--- src/rtl/core_pkg.sv ---
// Shared core types for the memory port: master identifiers and the
// request payload that travels from a master to the memory.
package core_pkg;

   typedef enum logic {
      MST_INSTR = 1'b0,
      MST_DATA  = 1'b1
   } mem_master_e;

   typedef struct packed {
      logic        we;
      logic [3:0]  be;
      logic [31:0] addr;
      logic [31:0] wdata;
   } mem_req_t;

   // Instruction fetches always read a full word.
   localparam logic [3:0] BE_WORD = 4'hF;

endpackage

--- src/rtl/mem_port_arbiter_id_fifo.sv ---
// Generic synchronous FIFO. A count register one bit wider than the
// pointers tells full from empty. Pushes while full and pops while empty
// are ignored. The storage array has no reset; only pointers and count do.
module id_fifo #(
   parameter int WIDTH = 1,
   parameter int DEPTH = 2
) (
   input  logic             clk,
   input  logic             rst,
   input  logic             push,
   input  logic             pop,
   input  logic [WIDTH-1:0] wr_data,
   output logic [WIDTH-1:0] head,
   output logic             full,
   output logic             empty
);

   localparam int PTR_W = (DEPTH > 1) ? $clog2(DEPTH) : 1;
   localparam int CNT_W = $clog2(DEPTH) + 1;

   logic [WIDTH-1:0] store [DEPTH];
   logic [PTR_W-1:0] rd_ptr;
   logic [PTR_W-1:0] wr_ptr;
   logic [CNT_W-1:0] count;
   logic             do_push;
   logic             do_pop;

   function automatic logic [PTR_W-1:0] ptr_inc(input logic [PTR_W-1:0] p);
      return (p == PTR_W'(DEPTH - 1)) ? '0 : p + 1'b1;
   endfunction

   assign full    = (count == CNT_W'(DEPTH));
   assign empty   = (count == '0);
   assign do_push = push & ~full;
   assign do_pop  = pop & ~empty;
   assign head    = store[rd_ptr];

   // Pointer and occupancy bookkeeping; a simultaneous push and pop leaves count unchanged.
   always_ff @(posedge clk) begin
      if (rst) begin
         rd_ptr <= '0;
         wr_ptr <= '0;
         count  <= '0;
      end else begin
         if (do_push) wr_ptr <= ptr_inc(wr_ptr);
         if (do_pop)  rd_ptr <= ptr_inc(rd_ptr);
         case ({do_push, do_pop})
            2'b10:   count <= count + 1'b1;
            2'b01:   count <= count - 1'b1;
            default: count <= count;
         endcase
      end
   end

   // Entry storage, written at the tail on an accepted push.
   always_ff @(posedge clk) begin
      if (do_push) store[wr_ptr] <= wr_data;
   end

endmodule

--- src/rtl/mem_port_arbiter.sv ---
// Shares one req/gnt/rvalid memory port between instruction fetch and data
// access. Arbitration is combinational; the ID of every accepted request is
// queued so in-order responses are steered back to the issuing master.
module mem_port_arbiter
   import core_pkg::*;
#(
   parameter int MAX_OUTSTANDING = 2,
   parameter int FIXED_PRIO      = 0
) (
   input  logic        clk_i,
   input  logic        rst_i,
   input  logic        instr_req_i,
   input  logic [31:0] instr_addr_i,
   output logic        instr_gnt_o,
   output logic        instr_rvalid_o,
   output logic [31:0] instr_rdata_o,
   input  logic        data_req_i,
   input  logic        data_we_i,
   input  logic [3:0]  data_be_i,
   input  logic [31:0] data_addr_i,
   input  logic [31:0] data_wdata_i,
   output logic        data_gnt_o,
   output logic        data_rvalid_o,
   output logic [31:0] data_rdata_o,
   output logic        mem_req_o,
   output logic        mem_we_o,
   output logic [3:0]  mem_be_o,
   output logic [31:0] mem_addr_o,
   output logic [31:0] mem_wdata_o,
   input  logic        mem_gnt_i,
   input  logic        mem_rvalid_i,
   input  logic [31:0] mem_rdata_i,
   output logic        resp_err_o
);

   mem_master_e winner;
   mem_master_e last_winner;
   mem_master_e head_id;
   mem_req_t    instr_txn;
   mem_req_t    data_txn;
   mem_req_t    win_txn;
   logic        fifo_full;
   logic        fifo_empty;
   logic        fifo_head;
   logic        handshake;
   logic        resp_pop;
   logic        resp_err;

   assign instr_txn = '{we: 1'b0, be: BE_WORD, addr: instr_addr_i, wdata: 32'h0};
   assign data_txn  = '{we: data_we_i, be: data_be_i, addr: data_addr_i, wdata: data_wdata_i};

   // Pick the winner: a lone requester wins; a tie goes to data or alternates.
   always_comb begin
      winner = MST_INSTR;
      if (data_req_i && !instr_req_i) begin
         winner = MST_DATA;
      end else if (data_req_i && instr_req_i) begin
         if (FIXED_PRIO != 0) winner = MST_DATA;
         else                 winner = (last_winner == MST_DATA) ? MST_INSTR : MST_DATA;
      end
   end

   assign win_txn     = (winner == MST_DATA) ? data_txn : instr_txn;
   assign mem_req_o   = (instr_req_i | data_req_i) & ~fifo_full;
   assign mem_we_o    = win_txn.we;
   assign mem_be_o    = win_txn.be;
   assign mem_addr_o  = win_txn.addr;
   assign mem_wdata_o = win_txn.wdata;

   assign handshake   = mem_req_o & mem_gnt_i;
   assign instr_gnt_o = handshake & (winner == MST_INSTR);
   assign data_gnt_o  = handshake & (winner == MST_DATA);

   // Responses are only attributed when a transaction is actually outstanding.
   assign head_id        = mem_master_e'(fifo_head);
   assign resp_pop       = mem_rvalid_i & ~fifo_empty;
   assign instr_rvalid_o = resp_pop & (head_id == MST_INSTR);
   assign data_rvalid_o  = resp_pop & (head_id == MST_DATA);
   assign instr_rdata_o  = mem_rdata_i;
   assign data_rdata_o   = mem_rdata_i;
   assign resp_err_o     = resp_err;

   id_fifo #(
      .WIDTH (1),
      .DEPTH (MAX_OUTSTANDING)
   ) u_id_fifo (
      .clk     (clk_i),
      .rst     (rst_i),
      .push    (handshake),
      .pop     (resp_pop),
      .wr_data (winner),
      .head    (fifo_head),
      .full    (fifo_full),
      .empty   (fifo_empty)
   );

   // Round-robin history moves only when a request is actually accepted.
   always_ff @(posedge clk_i) begin
      if (rst_i)          last_winner <= MST_DATA;
      else if (handshake) last_winner <= winner;
   end

   // Sticky flag for a response that arrives with nothing outstanding.
   always_ff @(posedge clk_i) begin
      if (rst_i)                           resp_err <= 1'b0;
      else if (mem_rvalid_i && fifo_empty) resp_err <= 1'b1;
   end

endmodule

--- config.mk ---
export PLATFORM = sky130hd
export DESIGN_NAME = mem_port_arbiter
export DESIGN_NICKNAME = d
export VERILOG_FILES = /design/src/rtl/core_pkg.sv /design/src/rtl/mem_port_arbiter_id_fifo.sv /design/src/rtl/mem_port_arbiter.sv
export SDC_FILE = /design/constraint.sdc
export NUM_CORES = 1
export LEC_CHECK = 0
export BUFFER_PORTS_ARGS = -buffer_cell sky130_fd_sc_hd__buf_2
export CAP_MARGIN = 30
export CORE_AREA = 2 2 107 109
export DETAILED_ROUTE_END_ITERATION = 12
export DIE_AREA = 0 0 109 111
export PLACE_DENSITY = 0.5
export REMOVE_ABC_BUFFERS = 1
export SYNTH_ARGS = -nofsm -noshare
export SYNTH_HDL_FRONTEND = slang
export SYNTH_SLANG_ARGS = --single-unit
--- constraint.sdc ---
create_clock -name clk_i -period 1.9 [get_ports clk_i]
set_input_delay 0.38 -clock clk_i [delete_from_list [all_inputs] [get_ports clk_i]]
set_output_delay 0.38 -clock clk_i [all_outputs]
set_load 0.03 [all_outputs]
==> PnR_summary.wiki <==
{| class="wikitable"
! Metric !! Value
|-
| Cell family with the largest share of critical-path delay || buffers and inverters
|-
| Number of max-slew violations in the final report || 0
|-
| Minimum clock period || 1.94 ns
|-
| Clk root buf || sky130_fd_sc_hd__clkbuf_16
|-
| Clock group share of total power || 0.219
|-
| Global route overflow || 0
|-
| CTS Hold Buffers Added || 0
|-
| Path class of the lowest-slack min-delay path || in -> reg
|-
| I/O pin count || 278
|-
| Overall Power || 0.00169 W
|-
| Setup repair after global routing missed its margin || true
|-
| Summed instance area of the synthesized netlist || 0.00152 mm2
|-
| Type of the worst setup path || reg -> out
|-
| Number of nets with antenna violations after routing || 0
|-
| DPL Wire Length || 7640 um
|-
| Crit Path Max Fanout || 22
|-
| Power per cell area || 685 mW/mm2
|-
| Slack of the critical path || -0.0379 ns
|-
| Violated checks || negative setup slack
|-
| Via total after detailed routing || 1778
|-
| Post-Route Hold Slack || 0.398 ns
|-
| Required @ worst endpoint || 1.52 ns
|-
| Int Power || 0.000998 W
|-
| Maximum number of pins on one net before global-route repair || 44
|-
| Starting density of the core || 0.137
|-
| Routed via count divided by cell count || 3.89
|-
| Max Clock Freq || 516 MHz
|-
| Number of storage elements in the synthesis netlist || 9
|-
| P&R area growth vs syn || 62.1%
|-
| Worst supply voltage drop on vdd || 0.194 mV
|-
| Global placement routability congestion || 0.763
|-
| Synth area leaders || sky130_fd_sc_hd__buf_4 (32%), sky130_fd_sc_hd__mux2_2 (24%), sky130_fd_sc_hd__and2_1 (14%), sky130_fd_sc_hd__dfxtp_1 (9.2%), sky130_fd_sc_hd__edfxtp_1 (4.0%)
|-
| Synth area leader || sky130_fd_sc_hd__buf_4
|-
| Transition time at the pin with the least slew margin || 0.246 ns
|-
| Status || complete, but fails checks
|-
| Worst-skew pair later-pin latency || 0.23 ns
|-
| Post-Route WL || 9160 um
|-
| Fraction of final layout cells with drive strength greater than 1 || 0.754
|-
| First-pass detailed-route iteration total || 4
|-
| Number of buffers inserted by port buffering || 181
|-
| CTS tree || done
|-
| Wire length of the first global-routing pass || 11700 um
|-
| Num rows || 39
|-
| Final worst clock skew || 0.00179 ns
|-
| Gate Count Post-Synth || 185
|-
| # H-tree levels || 1
|-
| Switching share of power || 0.409
|-
| Crit path cell chain || a21boi_4, buf_4, mux2_2, buf_2
|-
| Initial antenna violation count || 10
|-
| Number of distinct standard cells referenced by the synthesized netlist || 24
|-
| Endpoint class of the critical path || primary output
|-
| Delay contributed by the slowest stage of the critical path || 0.35 ns
|-
| Comb pwr share || 0.614
|-
| Library cell contributing the largest single delay on the critical path || sky130_fd_sc_hd__mux2_2
|-
| Global-route usage over all layers || 0.136
|-
| Part of the total power dissipated in sequential elements || 0.167
|-
| Deepest clock path buffer count || 2
|-
| Leakage dissipation || 1.32 nW
|-
| Sort of element at the start of the critical path || flop
|-
| Die extent in y || 111 um
|-
| Final net count || 450
|-
| Arr. time, crit path || 1.56 ns
|-
| Sinks on the clock net || 9
|-
| Share of the synthesized area in the top cell type || 0.316
|-
| Part of the cycle the worst path needs || 1.02
|-
| Number of DRC violations after detailed routing || 0
|-
| Vias in the first global route || 1728
|-
| Die Wd || 109 um
|-
| Post-synthesis sequential area ratio || 0.132
|-
| Initial DRC Count || 54
|-
| Detailed-route wire length per cell || 20.0 um
|-
| Area enclosed by the die boundary || 0.0121 mm2
|-
| Final Hold Violating Endpoints || 0
|-
| Synthesis Warnings || 0
|-
| Number of buffers added by the clock tree synthesis step || 3
|-
| Power spent charging and discharging nets || 0.000690 W
|-
| Number of setup violations in the final report || 14
|-
| Critical path buffer and inverter count || 2
|-
| Relative max-transition margin || 0.834
|-
| Total core area || 0.0111 mm2
|-
| Mean cell area of the mapped netlist || 8.22 um2
|-
| Total of max-cap violations || 0
|-
| Clock-pin slew on the worst setup and hold paths || 0.04 ns
|}
[metal layers]
metal / part of all wire / wire length [um] / up-vias / global-route usage
met5: 0.013 / 120 / - / 0.0580
met4: 0.0072 / 66 / 14 / 0.0231
met3: 0.26 / 2360 / 18 / 0.176
met2: 0.34 / 3130 / 198 / 0.145
met1: 0.38 / 3480 / 765 / 0.156
li1: - / - / 783 / -
[per-stage QoR]
step | area, um2 | setup slack (ns) | std cells | setup TNS (ns) | utilization
after floorplan | 995 | -0.874 | 112 | -59.11 | -
after global placement | 2150 | 0.0220 | 443 | 0 | 0.194
after detailed placement | 2150 | 0.00335 | 443 | 0 | 0.194
after CTS | 2280 | -0.0465 | 447 | -0.120 | 0.206
after global routing | 2460 | -0.0751 | 454 | -1.42 | 0.222
final | 2460 | -0.0379 | 457 | -0.183 | 0.223
[cell families (layout without fill, tap and decap cells)]
| family | Yosys count | after routing | share of synthesized area |
|---|---|---|---|
| and+or+nand+nor | 57 | 57 | 0.212 |
| xor gates and xnor gates | 3 | 3 | 0.0173 |
| AOI/OAI and AO/OA | 5 | 5 | 0.0206 |
| adders and majority gates | 1 | 1 | 0.00823 |
| muxes | 35 | 35 | 0.260 |
| buffers and inverters | 75 | 199 | 0.351 |
| other | 0 | 5 | 0 |
| DFF | 9 | 9 | 0.132 |
[worst min-delay path, stage by stage]
cell and delay (ns):
sky130_fd_sc_hd__buf_2 0.09, sky130_fd_sc_hd__a21oi_1 0.05, sky130_fd_sc_hd__nor2_1 0.07
[path summary, 6_finish.rpt]
| path | from | endpoint | slack, ns | cells after the start |
|---|---|---|---|---|
| setup / recovery | last_winner$_SDFFE_PP1N_ | mem_addr_o[5] | -0.04 | 4 |
| hold / removal | mem_rvalid_i | resp_err_o$_SDFFE_PP0P_ | 0.40 | 3 |
| setup reg to reg | u_id_fifo.count[1]$_SDFFE_PP0P_ | u_id_fifo.count[1]$_SDFFE_PP0P_ | 0.16 | 6 |
| hold reg to reg | resp_err_o$_SDFFE_PP0P_ | resp_err_o$_SDFFE_PP0P_ | 0.48 | 2 |
[cells in the mapped netlist]
library cell,number
sky130_fd_sc_hd__a21boi_2,1
sky130_fd_sc_hd__a21oi_1,2
sky130_fd_sc_hd__and2_1,33
sky130_fd_sc_hd__and3_1,1
sky130_fd_sc_hd__buf_1,1
sky130_fd_sc_hd__buf_2,3
sky130_fd_sc_hd__buf_4,64
sky130_fd_sc_hd__buf_6,1
sky130_fd_sc_hd__clkbuf_1,4
sky130_fd_sc_hd__dfxtp_1,7
sky130_fd_sc_hd__edfxtp_1,2
sky130_fd_sc_hd__ha_1,1
sky130_fd_sc_hd__inv_1,2
sky130_fd_sc_hd__mux2_2,32
sky130_fd_sc_hd__mux2_4,1
sky130_fd_sc_hd__mux2i_1,2
sky130_fd_sc_hd__nand2b_1,4
sky130_fd_sc_hd__nor2_1,15
sky130_fd_sc_hd__nor2b_1,2
sky130_fd_sc_hd__o21ai_0,2
sky130_fd_sc_hd__or3_1,1
sky130_fd_sc_hd__or3b_1,1
sky130_fd_sc_hd__xnor2_1,1
sky130_fd_sc_hd__xor2_1,2
[power by group through the flow]
| stage | combinational, W | clock [W] | sequential (W) |
|---|---|---|---|
| floorplan | 0.000580 | 0 | 0.000295 |
| global placement | 0.000932 | 0 | 0.000284 |
| detailed placement | 0.000940 | 0 | 0.000285 |
| CTS | 0.000964 | 0.000380 | 0.000283 |
| global route | 0.00111 | 0.000390 | 0.000290 |
| finish | 0.00104 | 0.000369 | 0.000282 |
[final cells by class]
| cell class | count | area [um2] |
|---|---|---|
| antenna | 5 | 12.5 |
| tap | 143 | 179 |
| sequential | 9 | 201 |
| clock buffer | 4 | 78.8 |
| multi-input combinational | 101 | 830 |
| timing repair buffer | 193 | 1160 |
| inverter | 2 | 7.51 |
| fill | 1203 | 8610 |
[placed cells by master (no fill, tap or decap), drive strengths merged, types with 4 or more instances in the layout]
| cell type | Yosys | routed |
|---|---|---|
| diode | 0 | 5 |
| dfxtp | 7 | 7 |
| nor2 | 15 | 15 |
| and2 | 33 | 33 |
| clkbuf | 4 | 7 |
| nand2b | 4 | 4 |
| mux2 | 33 | 33 |
| buf | 69 | 190 |
[repair_timing]
item                       in CTS  in global routing
setup buffers                   0                  2
pin swaps                       0                  0
cloned                          0                  3
resized for setup              19                 45
setup endpoints to repair      35                 41
Note: power is estimated with default switching activity, not from simulation.
